$ cat src/rtl/pipeline_pkg.sv
// Shared constants for the arithmetic datapath and its result buffer, so both
// sides agree on result width and pipeline latency.
package pipeline_pkg;

    localparam int RESULT_W = 10;
    localparam int PIPE_LAT = 3;

    typedef logic [RESULT_W-1:0] result_t;

endpackage

$ cat src/rtl/result_fifo.sv
// Show-ahead FIFO for captured datapath results. Push and pop arrive already
// qualified by the parent, so this block never has to reason about full/empty.
module result_fifo
    import pipeline_pkg::*;
#(
    parameter int DEPTH = 4,
    parameter int N     = RESULT_W
) (
    input  logic                     clk,
    input  logic                     rst_n,
    input  logic                     push,
    input  logic [N-1:0]             push_data,
    input  logic                     pop,
    output logic [N-1:0]             head,
    output logic [$clog2(DEPTH):0]   count,
    output logic                     valid,
    output logic                     full
);

    localparam int AW = $clog2(DEPTH);
    localparam int CW = AW + 1;

    logic [N-1:0]  mem [DEPTH];
    logic [AW-1:0] wr_ptr;
    logic [AW-1:0] rd_ptr;

    always_ff @(posedge clk or negedge rst_n) begin
        if (!rst_n) begin
            wr_ptr <= '0;
            rd_ptr <= '0;
            count  <= '0;
            for (int i = 0; i < DEPTH; i++) begin
                mem[i] <= '0;
            end
        end else begin
            if (push) begin
                mem[wr_ptr] <= push_data;
                wr_ptr      <= wr_ptr + AW'(1);
            end
            if (pop) begin
                rd_ptr <= rd_ptr + AW'(1);
            end
            // DEPTH is a power of two, so the pointers wrap by plain overflow.
            case ({push, pop})
                2'b10:   count <= count + CW'(1);
                2'b01:   count <= count - CW'(1);
                default: count <= count;
            endcase
        end
    end

    assign head  = mem[rd_ptr];
    assign valid = (count != '0);
    assign full  = (count == CW'(DEPTH));

endmodule

$ cat src/rtl/pipeline_result_buffer.sv
// Re-aligns the launch flag with the datapath result after LAT edges, captures
// only real results into a small FIFO, and flags any result lost to a full FIFO.
module pipeline_result_buffer
    import pipeline_pkg::*;
#(
    parameter int N     = RESULT_W,
    parameter int LAT   = PIPE_LAT,
    parameter int DEPTH = 4
) (
    input  logic                     clk,
    input  logic                     rst_n,
    input  logic                     launch_valid,
    input  logic [N-1:0]             F,
    output logic [N-1:0]             out_data,
    output logic                     out_valid,
    input  logic                     out_ready,
    output logic [$clog2(DEPTH):0]   count,
    output logic                     full,
    output logic                     overflow
);

    logic [LAT-1:0] vld_p;
    logic           push;
    logic           pop;
    logic           wr_en;

    // Launch-flag delay line: stage i holds the launch seen i+1 edges ago.
    always_ff @(posedge clk or negedge rst_n) begin
        if (!rst_n) begin
            vld_p <= '0;
        end else begin
            vld_p[0] <= launch_valid;
            for (int i = 1; i < LAT; i++) begin
                vld_p[i] <= vld_p[i-1];
            end
        end
    end

    // Result capture boundary: the last stage lines up with F at the next edge.
    assign push  = vld_p[LAT-1];
    assign pop   = out_valid && out_ready;
    assign wr_en = push && (!full || pop);

    always_ff @(posedge clk or negedge rst_n) begin
        if (!rst_n) begin
            overflow <= 1'b0;
        end else if (push && full && !pop) begin
            overflow <= 1'b1;
        end
    end

    result_fifo #(
        .DEPTH (DEPTH),
        .N     (N)
    ) u_fifo (
        .clk       (clk),
        .rst_n     (rst_n),
        .push      (wr_en),
        .push_data (F),
        .pop       (pop),
        .head      (out_data),
        .count     (count),
        .valid     (out_valid),
        .full      (full)
    );

endmodule
$ cat config.mk
export PLATFORM = sky130hd
export DESIGN_NAME = pipeline_result_buffer
export DESIGN_NICKNAME = d
export VERILOG_FILES = /design/src/rtl/pipeline_pkg.sv /design/src/rtl/result_fifo.sv /design/src/rtl/pipeline_result_buffer.sv
export SDC_FILE = /design/constraint.sdc
export NUM_CORES = 1
export LEC_CHECK = 0
export ABC_AREA = 1
export CORE_ASPECT_RATIO = 1.1
export CORE_MARGIN = 8
export CORE_UTILIZATION = 55
export CTS_BUF_LIST = sky130_fd_sc_hd__clkbuf_8
export CTS_CLUSTER_DIAMETER = 30
export DETAILED_ROUTE_END_ITERATION = 10
export PLACE_DENSITY = 0.79
export SYNTH_ARGS = -nofsm -noshare
export SYNTH_HDL_FRONTEND = slang
export SYNTH_SLANG_ARGS = --single-unit
export TNS_END_PERCENT = 50
$ cat constraint.sdc
create_clock -name clk -period 5.3 [get_ports clk]
set_input_delay 0.795 -clock clk [delete_from_list [all_inputs] [get_ports clk]]
set_output_delay 0.795 -clock clk [all_outputs]
set_load 0.03 [all_outputs]
==> results.toml, run 1 <==
[run_status]
status = "finished clean"

[grt]
grt-ovfl-total = 0
use_met1_pct = 22.12
grt_pass1_wl_um = 9763
grt_pass1_vias = 2008
top_usage_layer = "met2"
grtUsageMet2_pct = 29.43
grt_max_degree = 52
antenna_found_initial = 0
met3_usage_pct = 4.244
grtUsageTotal_pct = 17.85

[yosys]
avgSynthCellArea_um2 = 8.723
ys_warn_count = 0
synth.largest_area_cell = "dfrtp_1"
synth_nets = 306
synth_top_area_share_pct = 51.15
synth.most_common_cell = "nand2_1"
dominantRegCellSynth = "dfrtp_1"
ys_seq_area_share_pct = 51.15
synthCells = 286
synth.distinct_cells = 24
ys_ff_latch = 51
synth_edf_count = 0
yosys-top-cells-area = "dfrtp_1, nand2_1, nand4_1"
syn-cell-area_um2 = 2495
synthArstFlopShare_pct = 100.0
ys_top_cells_by_count = "nand2_1, dfrtp_1, nand4_1"

[sta]
worstMarginPinSlew_ns = 0.6621
setup_ws_ns = 1.920
rsz0062_at_grt = "no"
fin_skew_ns = 0.01206
slew_headroom_pct = 55.86
drv_slew = 0
clock.fmax_mhz = 295.8
setup_viol = 0
hold_viol_final = 0
fin_crit_sh_pct = 63.78
period_needed_ns = 3.380
tns_ns = 0

[power]
power_switching_uw = 868.5
switching_share_pct = 45.62
pwr-share-clk_pct = 12.5
power_frac_seq_pct = 36.6
p_per_area_nw_per_um2 = 665.3
ir_drop_v = 0.0003958
combPwrFrac_pct = 50.9
p_int_uw = 1035
p_leak_uw = 0.001384

[worst_setup_path]
cp-end-kind = "output port"
critPathMaxFanout = 22
required_ns = 4.51
arrival_ns = 2.59
criticalPathCategory = "reg2out"
startpoint_type = "register"
reg2reg_depth = 10

[min_path]
holdPathStages = 0
hp-class = "reg2reg"

[route]
drcViolationCount = 0
drtIter0Drc = 157
ant_nets = 0
wl_per_cell_um = 16.21
viasPerCell = 5.825
dr.pass1.iters = 4
vias = 2103
wl_um = 5853

[cells_and_area]
design_area_um2 = 2861
fillCellCount = 374
area_growth_pct = 14.69
drive_gt1_share_pct = 5.863
diodes = 0
layout.nets = 326

[placement]
place_ws_ns = 2.257
dpl_cell_area_um2 = 2763
gp_congestion = 0.7706
portBuffers = 29
hpwl_um = 3699

[clock_network]
hold_buffers = 0
cts_resized = 0
clkTransAtPathRegs_ns = 0.10
cts-root-buf = "clkbuf_8"
cts_setup_buffers = 0
cts_buffers = 5
clock_path_buffers = 2
cts_tree = "done"
clock_latency_ns = 0.31
clock_sinks = 51
htree_levels = 2

[die]
coreArea_um2 = 4317
io-pin-count = 30
rows = 25
fp.dieW_um = 80.22
initial_utilization_pct = 57.80
die_area_um2 = 6950
die_h_um = 86.64

[flow_run]
max_cap_violations = 0
[state kept, by name (all words and copies together) (netlist names)]
signal / cells
u_fifo.mem: 40
u_fifo.wr_ptr: 2
u_fifo.rd_ptr: 2
u_fifo.count: 3
overflow: 1
vld_p: 3
[worst max-delay path, stage by stage, from the launching register on]
cell	delay (ns)
dfrtp_1	0.78
inv_1	0.50
o21ai_0	0.28
o22ai_1	0.11
clkdlybuf4s50_1	0.61
[layer usage]
metal	vias to the layer above	share of wire (%)
li1	1014	-
met1	1031	40
met2	52	54
met3	6	5.4
met4	0	0.97
met5	-	0
[metrics by stage]
step | power (uW) | util, % | hold slack [ns] | cells
6_report | 1904 | 66.29 | 0.3593 | 361
5_1_grt | 2043 | 66.29 | 0.3669 | 361
4_1_cts | 1917 | 66.29 | 0.3615 | 361
3_5_place_dp | 1684 | 64.00 | 0.3396 | 353
3_3_place_gp | 1651 | 64.00 | 0.3366 | 353
2_1_floorplan | 1343 | - | 0.3312 | 286
[power by group through the flow]
stage / combinational (uW) / sequential [uW] / clock, uW
finish: 969 / 697 / 238
floorplan: 667 / 676 / 0
global route: 1060 / 723 / 256
detailed placement: 980 / 704 / 0
global placement: 955 / 697 / 0
CTS: 981 / 696 / 240
[area by class of cell]
class,count,area (um2),area share [%]
multi-input combinational,204,1066,37.25
tap,54,67.56,2.361
clock buffer,6,82.58,2.886
sequential,51,1276,44.60
inverter,12,45.04,1.574
timing repair buffer,32,307.8,10.76
clock inverter,2,16.27,0.5684
[final timing paths]
check	start	slack, ns	to
max	u_fifo.rd_ptr[0]$_DFFE_PN0P_	1.92	out_data[2]
min	vld_p[0]$_DFF_PN0_	0.36	vld_p[1]$_DFF_PN0_
max reg2reg	u_fifo.count[1]$_DFFE_PN0P_	3.05	u_fifo.count[2]$_DFFE_PN0P_
min reg2reg	vld_p[0]$_DFF_PN0_	0.36	vld_p[1]$_DFF_PN0_
max in group asynchronous	rst_n	4.28	u_fifo.mem[21]$_DFFE_PN0P_
min in group asynchronous	rst_n	0.58	u_fifo.mem[3]$_DFFE_PN0P_
[placed cells by master (no fill, tap or decap), types with 2 or more instances in the layout]
cell type / Yosys / routed
buf_4: 1 / 3
clkbuf_8: 0 / 6
clkdlybuf4s50_1: 0 / 28
dfrtp_1: 51 / 51
ha_1: 5 / 5
inv_1: 12 / 12
nand2_1: 91 / 91
nand3_1: 2 / 2
nand3_2: 2 / 2
nand3_4: 3 / 3
nand4_1: 40 / 40
nor2_1: 20 / 20
o21ai_0: 22 / 22
o22ai_1: 10 / 10
xnor2_1: 2 / 2
xor2_1: 2 / 2
[cell families after synthesis]
group                    Yosys count  synth area share, %
buffers and inverters             31                6.118
AO/OA/AOI/OAI                     33                7.222
flip-flops                        51                51.15
XOR/XNOR                           4                1.404
adder cells (fa/ha/maj)            6                3.310
AND/OR/NAND/NOR                  161                30.79
Note: power is estimated with default switching activity, not from simulation.
==> run 2, diff against run 1 <==
Clock period 5.3 ns to 3.2 ns, I/O delays scaled along.
==> results.toml, run 2 (synthesized netlist as in run 1, its figures left out) <==
[placement]
place_ws_ns = 0.8502
portBuffers = 29
hpwl_um = 3790
dpl_cell_area_um2 = 2770
gp_congestion = 0.7839

[cells_and_area]
final_common_cell = "nand2_1"
largest_reg_flops = 40
layout.nets = 327
area_growth_pct = 15.20
design_area_um2 = 2874
diodes = 0
final_util_pct = 66.58
final_cell_mix = "nand2_1, dfrtp_1, nand4_1"
drive_gt1_share_pct = 6.169
top_register = "u_fifo.mem"
biggestRegsByFlops = "u_fifo.mem: 40 flops, u_fifo.count: 3 flops, vld_p: 3 flops"
fillCellCount = 380

[clock_network]
cts_tree = "done"
hold_buffers = 0
clock_latency_ns = 0.31
cts_setup_buffers = 0
htree_levels = 2
clock_path_buffers = 2
cts_buffers = 5
cts-root-buf = "clkbuf_8"
clkTransAtPathRegs_ns = 0.09
cts_resized = 0
clock_sinks = 51

[sta]
period_needed_ns = 2.705
tns_ns = 0
clock.fmax_mhz = 369.7
setup_ws_ns = 0.4948
fin_crit_sh_pct = 84.54
slew_headroom_pct = 58.24
hold_viol_final = 0
worstMarginPinSlew_ns = 0.6257
setup_viol = 0
rsz0062_at_grt = "no"
drv_slew = 0
fin_skew_ns = 0.008731

[run_status]
status = "finished clean"

[die]
fp.dieW_um = 80.22
die_area_um2 = 6950
rows = 25
coreArea_um2 = 4317
die_h_um = 86.64
initial_utilization_pct = 57.80
io-pin-count = 30

[route]
wl_um = 5999
drtIter0Drc = 258
wl_per_cell_um = 16.57
ant_nets = 0
viasPerCell = 5.912
drcViolationCount = 0
dr.pass1.iters = 4
vias = 2140

[worst_setup_path]
cp-end-kind = "output port"
slowest_delay_ns = 0.70
required_ns = 2.72
rrSetupSlack_ns = 1.33
arrival_ns = 2.23
startpoint_type = "register"
path_cells = "inv_1 > o21ai_0 > o22ai_1 > clkdlybuf4s50_1"
critPathMaxFanout = 13
criticalPathCategory = "reg2out"
crit_path_top_delay_cell = "clkdlybuf4s50_1"

[flow_run]
max_cap_violations = 0

[grt]
grt_max_degree = 48
grtUsageTotal_pct = 17.91
antenna_found_initial = 0
grt_pass1_vias = 2078
grt_pass1_wl_um = 9880
grt-ovfl-total = 0

[power]
p_per_area_nw_per_um2 = 1112
p_leak_uw = 0.001391
ir_drop_v = 0.0007396

[min_path]
hp-class = "in2async"
## run 2: per-stage QoR
step | power (uW) | hold WS, ns | instances
3_3_place_gp | 2756 | 0.3414 | 354
3_5_place_dp | 2802 | 0.3410 | 354
5_1_grt | 3419 | 0.2020 | 362
2_1_floorplan | 2224 | 0.1844 | 286
4_1_cts | 3208 | 0.1758 | 362
6_report | 3195 | 0.1607 | 362
## run 2: path summary, 6_finish.rpt
kind	endpoint	start	cells past startpoint
max	out_data[2]	u_fifo.rd_ptr[1]$_DFFE_PN0P_	4
min in group clk	vld_p[2]$_DFF_PN0_	vld_p[1]$_DFF_PN0_	0
min reg2reg	vld_p[2]$_DFF_PN0_	vld_p[1]$_DFF_PN0_	0
max in group asynchronous	u_fifo.mem[32]$_DFFE_PN0P_	rst_n	2
min	u_fifo.mem[35]$_DFFE_PN0P_	rst_n	1
max reg2reg	u_fifo.count[1]$_DFFE_PN0P_	u_fifo.count[1]$_DFFE_PN0P_	8
## run 2: final cells by class
cell class              instances  area [um2]  area share, %
inverters                      12       45.04          1.567
well taps                      54       67.56          2.351
repair buffers                 33       315.3          10.97
clock buffers                   7       96.34          3.352
multi-input cells             204        1066          37.09
flip-flops and latches         51        1276          44.41
clock inverters                 1       7.507         0.2612
## run 2: worst max-delay path: cells and delay by family (launching register included)
kind,cells,cell delay [ns]
DFF,1,0.55
AOI/OAI and AO/OA,2,0.32
buffers and inverters,2,1.05
## run 2: where the power goes
part | leakage, uW | internal [uW] | switching (uW)
Sequential | 0.000630 | 928 | 195
Combinational | 0.000711 | 619 | 1040
Clock | 0.0000505 | 197 | 213
## run 2: per-layer routing
| layer | vias to the layer above | GRT usage (%) | part of all wire [%] | wire (um) |
|---|---|---|---|---|
| met1 | 1038 | 23.00 | 41 | 2471 |
| met4 | 0 | 6.291 | 1.0 | 61 |
| met3 | 6 | 4.244 | 7.2 | 429 |
| met5 | - | 0 | 0 | 0 |
| met2 | 83 | 28.48 | 51 | 3037 |
| li1 | 1013 | - | - | - |
